### src/rtl/regfile_wb_arbiter.sv
// Register-file write-back arbiter.
// After reset or a clear request, every architectural register is written with
// zero, one index per cycle. After that, NREQ requesters compete round-robin
// for the single write port, one accepted write per cycle.
module regfile_wb_arbiter #(
  parameter int XLEN = 32,
  parameter int NREQ = 3,
  parameter int NREG = 32
) (
  input  logic                 clk,
  input  logic                 reset,
  input  logic                 clear_req,
  input  logic [NREQ-1:0]      req_valid,
  output logic [NREQ-1:0]      req_ready,
  input  logic [NREQ*5-1:0]    req_rd,
  input  logic [NREQ*XLEN-1:0] req_data,
  output logic                 rf_write_enable,
  output logic [4:0]           rf_rd,
  output logic [XLEN-1:0]      rf_write_data,
  output logic [1:0]           grant_id,
  output logic                 init_done
);

  localparam int         PW       = (NREQ > 1) ? $clog2(NREQ) : 1;
  localparam logic [0:0] S_INIT   = 1'b0;
  localparam logic [0:0] S_RUN    = 1'b1;
  localparam logic [4:0] LAST_IDX = 5'(NREG - 1);

  logic [0:0]      state_q, state_d;
  logic [4:0]      clr_cnt_q, clr_cnt_d;
  // Set once index NREG-1 has been written; the following edge leaves INIT.
  logic            clr_last_q, clr_last_d;
  logic [PW-1:0]   rr_ptr_q, rr_ptr_d;
  logic [1:0]      grant_id_q, grant_id_d;
  logic            we_q, we_d;
  logic [4:0]      rd_q, rd_d;
  logic [XLEN-1:0] data_q, data_d;
  logic            done_q;

  // Per-requester views of the flat request buses.
  logic [NREQ-1:0][4:0]      rd_lane;
  logic [NREQ-1:0][XLEN-1:0] data_lane;
  assign rd_lane   = req_rd;
  assign data_lane = req_data;

  logic [NREQ-1:0] gnt;
  logic [PW-1:0]   gnt_idx;
  logic            gnt_any;
  logic [PW-1:0]   idx;

  // Round-robin pick: scan from rr_ptr+1 upward (wrapping), first valid wins.
  always_comb begin
    gnt     = '0;
    gnt_idx = '0;
    gnt_any = 1'b0;
    idx     = '0;
    if (state_q == S_RUN) begin
      for (int k = 1; k <= NREQ; k++) begin
        idx = PW'((int'(rr_ptr_q) + k) % NREQ);
        if (!gnt_any && req_valid[idx]) begin
          gnt_any  = 1'b1;
          gnt[idx] = 1'b1;
          gnt_idx  = idx;
        end
      end
    end
  end

  assign req_ready = gnt;

  // Next state: clear sweep in INIT, registered write-back of the winner in RUN.
  always_comb begin
    state_d    = state_q;
    clr_cnt_d  = clr_cnt_q;
    clr_last_d = clr_last_q;
    rr_ptr_d   = rr_ptr_q;
    grant_id_d = grant_id_q;
    we_d       = 1'b0;
    rd_d       = rd_q;
    data_d     = data_q;
    if (state_q == S_INIT) begin
      if (clr_last_q) begin
        state_d    = S_RUN;
        clr_last_d = 1'b0;
        clr_cnt_d  = '0;
      end else begin
        we_d       = 1'b1;
        rd_d       = clr_cnt_q;
        data_d     = '0;
        clr_last_d = (clr_cnt_q == LAST_IDX);
        clr_cnt_d  = (clr_cnt_q == LAST_IDX) ? 5'd0 : clr_cnt_q + 5'd1;
      end
    end else begin
      if (gnt_any) begin
        // x0 writes are accepted and advance fairness but never hit the file.
        we_d       = (rd_lane[gnt_idx] != 5'd0);
        rd_d       = rd_lane[gnt_idx];
        data_d     = data_lane[gnt_idx];
        rr_ptr_d   = gnt_idx;
        grant_id_d = 2'(gnt_idx);
      end
      // A same-cycle transfer is still registered above before clearing begins.
      if (clear_req) state_d = S_INIT;
    end
  end

  // State and output registers.
  always_ff @(posedge clk or negedge reset) begin
    if (!reset) begin
      state_q    <= S_INIT;
      clr_cnt_q  <= '0;
      clr_last_q <= 1'b0;
      rr_ptr_q   <= PW'(NREQ - 1);
      grant_id_q <= '0;
      we_q       <= 1'b0;
      rd_q       <= '0;
      data_q     <= '0;
      done_q     <= 1'b0;
    end else begin
      state_q    <= state_d;
      clr_cnt_q  <= clr_cnt_d;
      clr_last_q <= clr_last_d;
      rr_ptr_q   <= rr_ptr_d;
      grant_id_q <= grant_id_d;
      we_q       <= we_d;
      rd_q       <= rd_d;
      data_q     <= data_d;
      done_q     <= (state_d == S_RUN);
    end
  end

  assign rf_write_enable = we_q;
  assign rf_rd           = rd_q;
  assign rf_write_data   = data_q;
  assign grant_id        = grant_id_q;
  assign init_done       = done_q;

endmodule
### config.mk
export PLATFORM = sky130hd
export DESIGN_NAME = regfile_wb_arbiter
export DESIGN_NICKNAME = d
export VERILOG_FILES = /design/src/rtl/regfile_wb_arbiter.sv
export SDC_FILE = /design/constraint.sdc
export NUM_CORES = 1
export LEC_CHECK = 0
export BUFFER_PORTS_ARGS = -buffer_cell sky130_fd_sc_hd__buf_2
export CORE_ASPECT_RATIO = 1.2
export CORE_MARGIN = 4
export CORE_UTILIZATION = 41
export DETAILED_ROUTE_END_ITERATION = 6
export PLACE_DENSITY = 0.84
export SYNTH_ARGS = -nofsm -noshare
export SYNTH_HDL_FRONTEND = slang
export SYNTH_SLANG_ARGS = --single-unit
export TNS_END_PERCENT = 50
### constraint.sdc
create_clock -name clk -period 2.5 [get_ports clk]
set_input_delay 0.375 -clock clk [delete_from_list [all_inputs] [get_ports clk]]
set_output_delay 0.375 -clock clk [all_outputs]
set_load 0.01 [all_outputs]
=== Yosys cells after proc, flatten, opt, wreduce, memory -nomap -nowiden ===
Index checks and enable logic that the tools add are counted.

* Flip-flop bits (word level): 49
* Input port bits: 117
* Logic and storage cells: 84

* Add/sub/neg operators: 4
* Divide/modulo/power cells: 3
* Order comparisons: 7
* Eq/ne operators: 3
* Mux-type cells: 47
* Bitwise logic cells: 2
* Reduce and logical (&&, ||, !) cells: 10

{| class="wikitable"
|+ Operators with widths
! operator !! count
|-
| $mux 32 || 4
|-
| $mod 32x3->32 const B || 3
|-
| $bmux 32 s2 || 1
|-
| $mux 5 || 6
|-
| $mux 1 || 19
|-
| $mux 3 || 6
|-
| $lt 2x3->1 const B || 4
|-
| $bmux 5 s2 || 1
|-
| $mux 2 || 4
|-
| $add 2x2->3 const B || 2
|-
| $bmux 1 s2 || 3
|-
| $demux 1 s2 || 3
|-
| $ge 2x1->1 const B || 3
|-
| $or 3x3->3 || 2
|-
| $add 5x1->5 const B || 1
|-
| $eq 5x5->1 const B || 1
|-
| $logic_and 1x1->1 || 5
|-
| $reduce_bool 5->1 || 1
|-
| $ne 2x1->1 const B || 2
|-
| $reduce_and 2->1 || 2
|-
| $add 2x1->3 const B || 1
|-
| $logic_not 1->1 || 2
|}

=== Longest topological paths before layout ===
Gate-level depths: netlist of the first run.

* Word-level depth: 19
* Mapped depth: 11
* Mapped depth without buffers: 7

=== Least setup slack after synthesis of the first run ===
Ideal clock, no wire load.

* Kind: flip-flop to flip-flop
* Start: reg rr_ptr_q[1]
* End: reg data_q[28] (netlist: rf_write_data[28])
* Arrival time: 2331 ps
* Path slack: 92 ps
* Stages on the path, launching flop included: 9
* Path buffers: 3
* Clock period less this slack: 2408 ps
* Cell sequence: dfstp_2 -> ha_1 -> buf_2 -> or4b_1 -> a31oi_1 -> buf_2 -> buf_4 -> a22oi_1 -> o21ai_1

* Longest elaborated chain between the ends: 18
* Elaborated cells between the ends (all ways): 32
* Classes of those cells: add/sub: 3; div: 3; eq/ne: 1; mux: 20; reduce/logical: 5

{| class="wikitable"
|+ RTL lines
! item !! line !! text
|-
| start, declared || 33 || <nowiki>logic [PW-1:0] rr_ptr_q, rr_ptr_d;</nowiki>
|-
| start signal, assigned || 113 || <nowiki>rr_ptr_q <= PW'(NREQ - 1);</nowiki>
|-
| start signal, assigned || 123 || <nowiki>rr_ptr_q <= rr_ptr_d;</nowiki>
|-
| $add 2x1->3 || 59 || <nowiki>idx = PW'((int'(rr_ptr_q) + k) % NREQ);</nowiki>
|-
| $mod 32x3->32 || 59 ||
|-
| $bmux 1 s2 || 60 || <nowiki>if (!gnt_any && req_valid[idx]) begin</nowiki>
|-
| $mux 1 (not written as such) || 60 ||
|-
| $mux 1 || 60 ||
|-
| $mux 1 || 57 || <nowiki>if (state_q == S_RUN) begin</nowiki>
|-
| $logic_not 1->1 || 60 ||
|-
| $logic_and 1x1->1 || 60 ||
|-
| [... 2 more ...] || - ||
|-
| $logic_not 1->1 || 60 ||
|-
| $logic_and 1x1->1 || 60 ||
|-
| $mux 2 || 60 ||
|-
| $mux 2 || 57 ||
|-
| $bmux 32 s2 || 98 || <nowiki>data_d = data_lane[gnt_idx];</nowiki>
|-
| $mux 32 (not written as such) || 98 ||
|-
| $mux 32 || 94 || <nowiki>if (gnt_any) begin</nowiki>
|-
| $mux 32 || 81 || <nowiki>if (state_q == S_INIT) begin</nowiki>
|-
| end signal, assigned || 127 || <nowiki>data_q <= data_d;</nowiki>
|-
| end, declared || 37 || <nowiki>logic [XLEN-1:0] data_q, data_d;</nowiki>
|}

Several ways; a longest one is shown, not always the timed one. The select of a mux whose other input is x is not followed.
A chain may end at the register's enable or synchronous reset.

=== Final worst setup path of the first run ===
* Start: reg rr_ptr_q[1]
* End: out req_ready[1]

* Longest elaborated chain between the ends: 14
* Elaborated cells between the ends (all ways): 43
* Classes of those cells: add/sub: 3; div: 3; order compare: 6; mux: 22; bitwise: 2; reduce/logical: 7

{| class="wikitable"
|+ RTL lines
! item !! line !! text
|-
| $add 2x1->3 || 59 ||
|-
| $mod 32x3->32 || 59 ||
|-
| $lt 2x3->1 (not written as such) (tied with other cells) || 62 || <nowiki>gnt[idx] = 1'b1;</nowiki>
|-
| $logic_and 1x1->1 (not written as such) / $mux 1 (equally long branches) || 62, 60 ||
|-
| $mux 1, on equally long branches || 62, 60 ||
|-
| $demux 1 s2 / $mux 1 (equally long branches) || 62, 57 ||
|-
| $mux 3 / $logic_not 1->1 (equally long branches) || 60 ||
|-
| $mux 3 / $logic_and 1x1->1 (equally long branches) || 57, 60 ||
|-
| $or 3x3->3 (no line) / $mux 1 (equally long branches) || - ||
|-
| $mux 3 / $mux 1 (equally long branches) || 60, 57 ||
|-
| $mux 3 / $logic_not 1->1 (equally long branches) || 57, 60 ||
|-
| $or 3x3->3 (no line) / $logic_and 1x1->1 (equally long branches) || - ||
|-
| $mux 3 * || 60 ||
|-
| $mux 3 * || 57 ||
|-
| end, declared || 14 || <nowiki>output logic [NREQ-1:0] req_ready,</nowiki>
|}

Every way passes the cells marked *; elsewhere a longest branch is shown, timed or not. The select of a mux whose other input is x is not followed.

==> results of run 1 <==
==> registers in the layout, summed over array words and instances (netlist names) <==
signal / cells
rf_write_data: 32
init_done: 1
rr_ptr_q: 2
clr_cnt_q: 5
clr_last_q: 1
rf_rd: 5
grant_id: 1
rf_write_enable: 1
==> layout by cell type (no fill, tap or decap), types with 3 or more instances in the layout <==
| cell | instances |
|---|---|
| sky130_fd_sc_hd__a21boi_1 | 3 |
| sky130_fd_sc_hd__a21o_1 | 3 |
| sky130_fd_sc_hd__a21oi_1 | 4 |
| sky130_fd_sc_hd__a22oi_1 | 33 |
| sky130_fd_sc_hd__a32oi_1 | 4 |
| sky130_fd_sc_hd__buf_12 | 3 |
| sky130_fd_sc_hd__buf_2 | 160 |
| sky130_fd_sc_hd__buf_4 | 21 |
| sky130_fd_sc_hd__clkbuf_8 | 5 |
| sky130_fd_sc_hd__dfrtp_1 | 47 |
| sky130_fd_sc_hd__ha_1 | 4 |
| sky130_fd_sc_hd__mux2i_1 | 38 |
| sky130_fd_sc_hd__nand2_1 | 15 |
| sky130_fd_sc_hd__nand2b_1 | 3 |
| sky130_fd_sc_hd__nand3_1 | 3 |
| sky130_fd_sc_hd__nor2_1 | 10 |
| sky130_fd_sc_hd__nor2b_1 | 5 |
| sky130_fd_sc_hd__o21ai_0 | 4 |
| sky130_fd_sc_hd__o21ai_1 | 34 |
| sky130_fd_sc_hd__o221ai_1 | 3 |
==> area by class of cell <==
type	instances	area, um2
repair buffers	189	1106
clock inverters	2	35.03
inverters	3	11.26
multi-input cells	216	1709
flip-flops and latches	48	1202
fillers	569	2650
well taps	87	108.9
clock buffers	6	72.57
==> metrics by stage <==
stage	instance area, um2	setup slack, ns	setup TNS (ns)
6_report	4245	-0.06717	-0.08307
5_1_grt	4245	-0.1360	-0.6699
4_1_cts	4124	-0.04518	-0.07615
3_5_place_dp	3929	0.03865	0
3_3_place_gp	3929	0.1412	0
2_1_floorplan	2929	0.09232	0
==> per-layer routing <==
metal	GRT usage [%]	vias to the layer above	wire (um)
met4	4.750	0	133
met1	26.28	1524	3838
li1	-	1461	-
met2	37.74	155	5030
met5	0	-	0
met3	3.352	16	643
==> report_power, final <==
group	internal [uW]	switching [uW]	total [uW]	leakage, uW
logic	973	1050	2020	0.00162
registers	1000	181	1180	0.000635
clock network	297	252	549	0.0000552
total	2270	1490	3760	0.00231
==> path summary, 6_finish.rpt <==
| kind | start | to | slack [ns] | cells past startpoint |
|---|---|---|---|---|
| worst max register to register | rr_ptr_q[1]$_DFFE_PN1P_ | rf_write_data[29]$_DFFE_PN0P_ | 0 | 10 |
| worst max-delay path | rr_ptr_q[1]$_DFFE_PN1P_ | req_ready[1] | -0.07 | 9 |
| worst min register to register | rf_rd[2]$_DFFE_PN0P_ | rf_rd[2]$_DFFE_PN0P_ | 0.50 | 2 |
| min in group clk | clear_req | init_done$_DFF_PN0_ | 0.24 | 2 |
| max in group asynchronous | reset | rf_write_data[5]$_DFFE_PN0P_ | 1.67 | 2 |
| worst min-delay path | reset | rf_rd[3]$_DFFE_PN0P_ | 0.11 | 1 |
==> kinds of logic (layout without fill, tap and decap cells) <==
kind of cell	Yosys count	in the layout	synth area share (%)
mux	42	42	14.57
fa+ha+maj	6	6	2.563
buf+inv	29	200	5.126
compound gates	113	113	26.74
flops	48	48	41.05
simple gates	55	55	9.953
==> what timing repair did <==
| item | in CTS | in global routing |
|---|---|---|
| buffers inserted | 4 | 3 |
| endpoints found under the setup margin | 3 | 22 |
| hold endpoints to repair | 0 | 0 |
| gates cloned | 0 | 2 |
| gates resized for setup | 14 | 14 |
| pin swaps | 5 | 9 |
==> critical path, cell delays in order, from the launching register on <==
cell and delay, ns:
sky130_fd_sc_hd__dfstp_2 0.59, sky130_fd_sc_hd__inv_2 0.07, sky130_fd_sc_hd__ha_4 0.17, sky130_fd_sc_hd__buf_8 0.13
sky130_fd_sc_hd__nor2b_1 0.12, sky130_fd_sc_hd__a2bb2oi_1 0.17, sky130_fd_sc_hd__o21ai_1 0.10, sky130_fd_sc_hd__a222oi_1 0.33
sky130_fd_sc_hd__nor2b_1 0.08, sky130_fd_sc_hd__buf_2 0.14
==> reports/qor.log, run 1 <==
[routing] detailed-route via count 3,156
[run_status] outcome finished, violations left
[job] max-cap check violation count 0
[power] power density relative to cell area 884.9 mW/mm2
[routing] number of remaining DRC errors 0
[routing] First-pass DRT Iterations 5
[yosys] FF+latch count, synth 48
[floorplan] Die Area 0.008566 mm2
[clock_network] CTS tree done
[finish] non-filler instance count after layout 551
[routing] routed wire length per instance 17.50 um
[grt] largest net degree at the start of global routing 32
[sta] time the worst path needs with I/O delays and setup 2.567 ns
[yosys] cell area after synthesis 0.002929 mm2
[sta] unrepaired setup endpoints after global routing true
[finish] P&R area growth vs syn 44.94%
[placement] instance count after placement with tap cells included 534
[sta] final-report max-slew violation count 0
[yosys] number of nets produced by synthesis 416
[routing] DRT antenna net count 0
[sta] Fin Hold WS 0.1143 ns
[yosys] synth warn 0
[yosys] Area contributors post-synth sky130_fd_sc_hd__dfrtp_1 (40%), sky130_fd_sc_hd__mux2i_1 (14%), sky130_fd_sc_hd__a22oi_1 (8.5%)
[routing] final WL 9645 um
[yosys] most frequent cells after synthesis sky130_fd_sc_hd__dfrtp_1 (47), sky130_fd_sc_hd__mux2i_1 (40), sky130_fd_sc_hd__o21ai_1 (34)
[clock_network] H-Tree Depth 2
[finish] Inserted Diodes 0
[yosys] post-synthesis cell count 293
[grt] overall fraction of global-route tracks in use 20.97%
[grt] initial antenna violation count 0
[placement] Buffers on Ports 160
[hold_path] type of the worst min-delay path in2async
[finish] fraction of final layout cells sized beyond drive strength 1 47.41%
[floorplan] Boundary Pins 161
[grt] global-route wire length before repair 14,650 um
[sta] number of endpoints failing setup at the final stage 2
[power] post-layout total power 3757 uW
[run_status] failing checks setup timing
[worst_setup_path] nature of the critical path startpoint flip-flop
[clock_network] clock root buffer sky130_fd_sc_hd__clkbuf_8
[grt] via count of the first global-routing pass 3,062
[worst_setup_path] nature of the critical path endpoint primary output
[sta] final hold violation count 0
[sta] slew at the pin closest to its max-slew limit 0.7018 ns
[floorplan] floorplan die width 85.16 um
[sta] worst path setup slack after routing -0.06717 ns
[worst_setup_path] maximum net fanout on the critical path 7
[floorplan] standard-cell rows 33
[floorplan] effective utilization at floorplan 42.48%
[clock_network] count of hold buffers inserted by post-cts repair 0
[finish] number of nets in the layout 586
[floorplan] core footprint 0.006895 mm2
[yosys] predominant post-synthesis flop cell sky130_fd_sc_hd__dfrtp_1
[sta] worst clock skew 0.009478 ns
[routing] number of vias per cell 5.728
[yosys] largest area contributor in the netlist sky130_fd_sc_hd__dfrtp_1
[worst_setup_path] data required time at the worst endpoint 2.12 ns
[clock_network] clk buf depth 2
[clock_network] clock input transition at the sequential cells of the worst setup and hold paths 0.09 ns
[worst_setup_path] worst setup path class reg2out
[yosys] share of async-settable or async-resettable flops after synthesis 100.0%
[placement] half-perimeter wire length after detailed placement 7117 um
[yosys] average footprint of a synthesized cell 9.997 um2
[clock_network] Inserted Clock Buffers 5
[yosys] most instantiated library cell after synthesis sky130_fd_sc_hd__dfrtp_1
[power] reported leakage power 0.002306 uW
[floorplan] height of the die 100.6 um
[yosys] number of enable-type register cells in the synthesized netlist 0
[worst_setup_path] data arrival time of the worst path 2.19 ns
[sta] Fmax achieved 389.5 MHz
[yosys] area share of the leading cell type in the synthesized netlist 40.15%
[sta] share of the clock period used by the worst path after layout 102.7%
[yosys] number of unique standard cell types used by synthesis 55
[finish] utilization after layout 61.57%
[clock_network] Skew-Pair Late Insertion Delay 0.29 ns
[sta] normalized max-slew margin 53.21%
[grt] overall overflow remaining after global route 0
[placement] final estimated routing congestion in global placement 0.8818
[power] maximum VDD drop 0.0004881 V
[yosys] sequential element share of the synthesized area 41.05%
[routing] First DRT Iteration DRCs 185
[clock_network] clock sinks 48
Note: power is estimated with default switching activity, not from simulation.
==> inputs of run 2 (changes only) <==
--- a/config.mk
+++ b/config.mk
@@ -10,6 +10,7 @@
 export CORE_MARGIN = 4
 export CORE_UTILIZATION = 41
 export DETAILED_ROUTE_END_ITERATION = 6
+export MAX_ROUTING_LAYER = met4
 export PLACE_DENSITY = 0.84
 export SYNTH_ARGS = -nofsm -noshare
 export SYNTH_HDL_FRONTEND = slang
==> reports/qor.log, run 2 (same netlist as run 1, synthesis figures left out) <==
[sta] Fmax achieved 389.9 MHz [+0.10%]
[sta] worst path setup slack after routing -0.06459 ns [+0.002578 ns]
[clock_network] clk buf depth 2 [unchanged]
[clock_network] CTS tree done
[sta] normalized max-slew margin 52.83% [-0.38 points]
[floorplan] standard-cell rows 33 [unchanged]
[run_status] outcome finished, violations left
[clock_network] Skew-Pair Late Insertion Delay 0.29 ns [about the same]
[floorplan] effective utilization at floorplan 42.48% [unchanged]
[hold_path] type of the worst min-delay path in2async
[finish] fraction of final layout cells sized beyond drive strength 1 47.41% [unchanged]
[floorplan] core footprint 0.006895 mm2 [unchanged]
[sta] final hold violation count 0 [unchanged]
[routing] number of vias per cell 5.668 [-1.0%]
[worst_setup_path] data arrival time of the worst path 2.19 ns [about the same]
[finish] most frequent cells in the layout sky130_fd_sc_hd__buf_2 (160), sky130_fd_sc_hd__dfrtp_1 (47), sky130_fd_sc_hd__mux2i_1 (38)
[grt] largest net degree at the start of global routing 32 [unchanged]
[routing] number of remaining DRC errors 0 [unchanged]
[grt] global-route wire length before repair 14,660 um [about the same]
[sta] time the worst path needs with I/O delays and setup 2.565 ns [-0.002578 ns]
[clock_network] clock sinks 48 [unchanged]
[sta] final-report max-slew violation count 0 [unchanged]
[worst_setup_path] nature of the critical path endpoint primary output
[clock_network] clock root buffer sky130_fd_sc_hd__clkbuf_8
[run_status] failing checks setup timing
[sta] number of endpoints failing setup at the final stage 2 [unchanged]
[grt] via count of the first global-routing pass 3,063 [+0.033%]
[finish] Inserted Diodes 0 [unchanged]
[grt] initial antenna violation count 0 [unchanged]
[routing] DRT antenna net count 0 [unchanged]
[power] reported leakage power 0.002307 uW [about the same]
[floorplan] Boundary Pins 161 [unchanged]
[power] maximum VDD drop 0.0004850 V [-0.63%]
[finish] number of nets in the layout 586 [unchanged]
[finish] number of flip-flops in the largest register 32 [unchanged]
[clock_network] Inserted Clock Buffers 5 [unchanged]
[routing] First DRT Iteration DRCs 180 [-2.7%]
[grt] overall overflow remaining after global route 0 [unchanged]
[placement] half-perimeter wire length after detailed placement 7117 um [unchanged]
[placement] Buffers on Ports 160 [unchanged]
[power] post-layout total power 3760 uW [about the same]
[power] power density relative to cell area 884.8 mW/mm2 [about the same]
[floorplan] height of the die 100.6 um [unchanged]
[sta] total negative slack for setup checks -0.07731 ns [+0.005760 ns]
[worst_setup_path] maximum net fanout on the critical path 7 [unchanged]
[worst_setup_path] worst setup path class reg2out
[sta] share of the clock period used by the worst path after layout 102.6% [-0.10 points]
[clock_network] clock input transition at the sequential cells of the worst setup and hold paths 0.09 ns [about the same]
[finish] most common library cell in the layout ignoring fill and taps sky130_fd_sc_hd__buf_2
[sta] unrepaired setup endpoints after global routing true
[floorplan] Die Area 0.008566 mm2 [unchanged]
[routing] routed wire length per instance 17.60 um [+0.52%]
[worst_setup_path] nature of the critical path startpoint flip-flop
[grt] overall fraction of global-route tracks in use 21.62% [+0.65 points]
[routing] final WL 9695 um [+0.52%]
[sta] worst clock skew 0.008661 ns [-0.0008175 ns]
[worst_setup_path] data required time at the worst endpoint 2.12 ns [about the same]
[finish] utilization after layout 61.62% [about the same]
[routing] First-pass DRT Iterations 5 [unchanged]
[job] max-cap check violation count 0 [unchanged]
[routing] detailed-route via count 3,123 [-1.0%]
[finish] P&R area growth vs syn 45.07% [about the same]
[placement] final estimated routing congestion in global placement 0.8964 [+1.7%]
[floorplan] floorplan die width 85.16 um [unchanged]
[finish] Fillers 569 [unchanged]
[clock_network] H-Tree Depth 2 [unchanged]
[sta] slew at the pin closest to its max-slew limit 0.7075 ns [+0.005732 ns]
-- run 2: cell counts in the layout (fill, tap and decap cells not counted) --
No cell type changed its count.
-- run 2: timing repair --
action,CTS,global route
cloned,0,2
pin swaps,5,9
setup endpoints to repair,3,22
buffers inserted,4,3
gates resized for setup,14,15
hold buffers,0,0
-- run 2: power breakdown --
part / internal, uW / switching [uW]
Combinational: 975 / 1050
Sequential: 1000 / 180
Clock: 297 / 252
Total: 2270 / 1490
-- run 2: stage by stage --
step | area [um2] | instances | setup WS, ns | hold WS, ns
after CTS | 4124 | 546 | -0.04518 | 0.1375
after detailed placement | 3929 | 534 | 0.03865 | 0.4605
after global placement | 3929 | 534 | 0.1412 | 0.4697
final | 4249 | 551 | -0.06459 | 0.1206
after floorplan | 2929 | 293 | 0.09232 | 0.07941
after global routing | 4249 | 551 | -0.1363 | 0.1614
-- run 2: critical path, cell delays in order (launching register included) --
cell                        delay [ns]
sky130_fd_sc_hd__dfstp_2          0.59
sky130_fd_sc_hd__inv_2            0.07
sky130_fd_sc_hd__ha_4             0.17
sky130_fd_sc_hd__buf_8            0.13
sky130_fd_sc_hd__nor2b_1          0.12
sky130_fd_sc_hd__a2bb2oi_1        0.17
sky130_fd_sc_hd__o21ai_1          0.10
sky130_fd_sc_hd__a222oi_1         0.33
sky130_fd_sc_hd__nor2b_1          0.08
sky130_fd_sc_hd__buf_2            0.14
-- run 2: path summary, 6_finish.rpt --
path | from | endpoint | slack, ns | cells after the start
worst min register to register | rf_rd[2]$_DFFE_PN0P_ | rf_rd[2]$_DFFE_PN0P_ | 0.50 | 2
worst max-delay path | rr_ptr_q[1]$_DFFE_PN1P_ | req_ready[1] | -0.06 | 9
max in group asynchronous | reset | rf_write_data[5]$_DFFE_PN0P_ | 1.66 | 2
worst max register to register | rr_ptr_q[1]$_DFFE_PN1P_ | rf_write_data[24]$_DFFE_PN0P_ | 0.03 | 10
worst min-delay path | reset | rf_rd[3]$_DFFE_PN0P_ | 0.12 | 1
min in group clk | clear_req | init_done$_DFF_PN0_ | 0.24 | 2
-- run 2: cell type report --
| cell class | count | area (um2) | share of cell area, % |
|---|---|---|---|
| Clock buffer | 6 | 72.57 | 1.708 |
| Sequential cell | 48 | 1202 | 28.30 |
| Inverter | 3 | 11.26 | 0.2650 |
| Timing Repair Buffer | 189 | 1110 | 26.12 |
| Clock inverter | 2 | 35.03 | 0.8245 |
| Tap cell | 87 | 108.9 | 2.562 |
| Multi-Input combinational cell | 216 | 1709 | 40.22 |
-- run 2: routing by layer --
layer / vias to the layer above / global-route usage [%] / share of wire (%)
met5: - / - / 0
met4: 0 / 4.263 / 1.4
met3: 14 / 2.944 / 6.9
met2: 156 / 38.04 / 52
met1: 1495 / 26.58 / 40
li1: 1458 / - / -
==> inputs of run 3 (changes only) <==
--- a/config.mk
+++ b/config.mk
@@ -12,6 +12,7 @@
 export DETAILED_ROUTE_END_ITERATION = 6
 export MAX_ROUTING_LAYER = met4
 export PLACE_DENSITY = 0.84
+export SETUP_SLACK_MARGIN = 0.5
 export SYNTH_ARGS = -nofsm -noshare
 export SYNTH_HDL_FRONTEND = slang
 export SYNTH_SLANG_ARGS = --single-unit
==> constraint.sdc (replaced) <==
create_clock -name clk -period 2.5 [get_ports clk]
set_input_delay 0.375 -clock clk [delete_from_list [all_inputs] [get_ports clk]]
set_output_delay 0.375 -clock clk [all_outputs]
set_load 0.005 [all_outputs]
==> reports/qor.log, run 3 (same netlist as run 1, synthesis figures left out) <==
[run_status] outcome finished, violations left
[run_status] failing checks setup timing
[grt] via count of the first global-routing pass 3,163 [+3.3%]
[worst_setup_path] worst setup path class reg2reg
[floorplan] Boundary Pins 161 [unchanged]
[finish] most common library cell in the layout ignoring fill and taps sky130_fd_sc_hd__buf_2
[finish] combined area of the multi-input logic cells 0.001878 mm2 [+9.9%]
[sta] Fmax achieved 397.9 MHz [+2.0%]
[worst_setup_path] nature of the critical path endpoint flip-flop
[sta] share of the clock period used by the worst path after layout 100.5% [-2.1 points]
[worst_setup_path] r2r endpoint rf_write_enable$_DFF_PN0_
[floorplan] floorplan die width 85.16 um [unchanged]
[placement] half-perimeter wire length after detailed placement 7192 um [+1.1%]
[clock_network] Skew-Pair Late Insertion Delay 0.30 ns [about the same]
[clock_network] clock sinks 48 [unchanged]
[floorplan] Die Area 0.008566 mm2 [unchanged]
[grt] largest net degree at the start of global routing 38 [+19%]
[sta] worst clock skew 0.007586 ns [-0.001075 ns]
[worst_setup_path] Worst Reg2Reg Path Length in Cells 10 [unchanged]
[finish] sequential cell area 0.001204 mm2 [+0.10%]
[finish] utilization after layout 67.14% [+5.5 points]
[clock_network] H-Tree Depth 2 [unchanged]
[finish] most frequent cells in the layout sky130_fd_sc_hd__buf_2 (160), sky130_fd_sc_hd__dfrtp_1 (46), sky130_fd_sc_hd__mux2i_1 (36)
[sta] final-report max-slew violation count 0 [unchanged]
[worst_setup_path] minimum setup slack among reg-to-reg paths -0.01 ns [-0.04 ns]
[sta] slew at the pin closest to its max-slew limit 0.8341 ns [+0.1266 ns]
[routing] routed wire length per instance 19.17 um [+9.0%]
[clock_network] clock root buffer sky130_fd_sc_hd__clkbuf_8
[finish] Fillers 522 [-8.3%]
[clock_network] clock input transition at the sequential cells of the worst setup and hold paths 0.09 ns [about the same]
[placement] instance count after placement with tap cells included 527 [-1.3%]
[grt] global-route wire length before repair 15,110 um [+3.1%]
[routing] final WL 10,780 um [+11%]
[sta] time the worst path needs with I/O delays and setup 2.513 ns [-0.05135 ns]
[power] power density relative to cell area 885.2 mW/mm2 [about the same]
[worst_setup_path] nature of the critical path startpoint flip-flop
[sta] normalized max-slew margin 44.39% [-8.4 points]
[placement] Buffers on Ports 160 [unchanged]
[finish] P&R area growth vs syn 58.05%
[floorplan] standard-cell rows 33 [unchanged]
[clock_network] CTS tree done
[placement] final estimated routing congestion in global placement 0.8957 [about the same]
[routing] number of vias per cell 5.694 [+0.46%]
[power] maximum VDD drop 0.0004745 V [-2.2%]
[clock_network] count of hold buffers inserted by post-cts repair 0 [unchanged]
[routing] DRT antenna net count 0 [unchanged]
[grt] initial antenna violation count 0 [unchanged]
[finish] non-filler instance count after layout 562 [+2.0%]
[worst_setup_path] data arrival time of the worst path 2.74 ns [+0.55 ns]
[grt] overall fraction of global-route tracks in use 22.47% [+0.85 points]
[worst_setup_path] data required time at the worst endpoint 2.72 ns [+0.60 ns]
[sta] final hold violation count 0 [unchanged]
[clock_network] clk buf depth 2 [unchanged]
[finish] number of nets in the layout 597 [+1.9%]
[job] max-cap check violation count 0 [unchanged]
[sta] Fin Hold WS 0.1682 ns [+0.04764 ns]
[sta] number of endpoints failing setup at the final stage 1 [-1]
[routing] number of remaining DRC errors 0 [unchanged]
[clock_network] Inserted Clock Buffers 5 [unchanged]
[floorplan] height of the die 100.6 um [unchanged]
[worst_setup_path] FF-to-FF Start rr_ptr_q[1]$_DFFE_PN1P_
[finish] Inserted Diodes 0 [unchanged]
[hold_path] type of the worst min-delay path in2async
[power] reported leakage power 0.002403 uW [+4.1%]
[routing] detailed-route via count 3,200 [+2.5%]
[routing] First-pass DRT Iterations 5 [unchanged]
[floorplan] core footprint 0.006895 mm2 [unchanged]
[worst_setup_path] maximum net fanout on the critical path 7 [unchanged]
[sta] unrepaired setup endpoints after global routing true
[sta] worst path setup slack after routing -0.01324 ns [+0.05135 ns]
[routing] First DRT Iteration DRCs 256 [+42%]
[floorplan] effective utilization at floorplan 42.48% [unchanged]
[grt] overall overflow remaining after global route 0 [unchanged]
[finish] fraction of final layout cells sized beyond drive strength 1 55.79% [+8.4 points]
[finish] number of flip-flops in the largest register 32 [unchanged]
run 3: cell types whose count changed in the layout (fill, tap and decap cells not counted), sizes merged:
cell,change
clkinv,+1
bufinv,-1
buf,+7
clkbuf,+4
run 3: worst max-delay path, stage by stage, from the launching register on:
cell,delay (ns)
sky130_fd_sc_hd__dfstp_2,0.59
sky130_fd_sc_hd__buf_12,0.11
sky130_fd_sc_hd__ha_4,0.19
sky130_fd_sc_hd__buf_6,0.13
sky130_fd_sc_hd__a21oi_1,0.07
sky130_fd_sc_hd__a2111oi_4,0.41
sky130_fd_sc_hd__o2111ai_4,0.18
sky130_fd_sc_hd__buf_12,0.19
sky130_fd_sc_hd__buf_12,0.14
sky130_fd_sc_hd__mux2_4,0.30
sky130_fd_sc_hd__o221ai_2,0.13
run 3: metrics by stage:
step                setup TNS (ns)  power, uW  worst slack (ns)  area, um2
floorplan                        0       2317            0.2466       3029
CTS                              0       3597           0.03147       4146
global route               -0.3010       4325          -0.06586       4629
detailed placement               0       2837           0.01363       3881
global placement                 0       2767           0.07952       3881
finish                    -0.01324       4098          -0.01324       4629
run 3: layout make-up:
cell class                      count  area share (%)
Timing Repair Buffer              200           28.84
Clock buffer                        6           1.784
Clock inverter                      2          0.2162
Tap cell                           87           2.351
Multi-Input combinational cell    216           40.57
Sequential cell                    48           26.00
Inverter                            3          0.2432
run 3: how the worst max path moves through the flow:
stage	startpoint	end	cells past startpoint
finish	rr_ptr_q[1]$_DFFE_PN1P_	rf_write_enable$_DFF_PN0_	10
global route	rr_ptr_q[1]$_DFFE_PN1P_	rf_write_enable$_DFF_PN0_	10
CTS	rr_ptr_q[1]$_DFFE_PN1P_	req_ready[1]	8
detailed placement	rr_ptr_q[1]$_DFFE_PN1P_	rf_write_data[28]$_DFFE_PN0P_	8
global placement	rr_ptr_q[1]$_DFFE_PN1P_	rf_write_enable$_DFF_PN0_	8
floorplan	rr_ptr_q[1]$_DFFE_PN1P_	rf_write_data[13]$_DFFE_PN0P_	9
run 3: repair_timing:
| action | 4_1_cts | 5_1_grt |
|---|---|---|
| pin swaps | 8 | 12 |
| gates resized for setup | 22 | 50 |
| buffers inserted | 13 | 6 |
| setup endpoints to repair | 44 | 44 |
| gates cloned | 0 | 8 |
| endpoints found under the hold margin | 0 | 0 |
run 3: layer usage:
layer | vias to the layer above | track usage (%) | share of wire [%] | wire length (um)
li1 | 1479 | - | - | -
met2 | 162 | 39.47 | 53 | 5728
met4 | 0 | 9.013 | 2.1 | 224
met1 | 1541 | 24.70 | 37 | 4038
met5 | - | - | 0 | 0
met3 | 18 | 4.742 | 7.3 | 786
run 3: power by group:
group	internal, uW	total [uW]	switching [uW]
Combinational	1260	2410	1150
Sequential	1000	1210	206
Clock	221	480	259
Total	2480	4100	1610
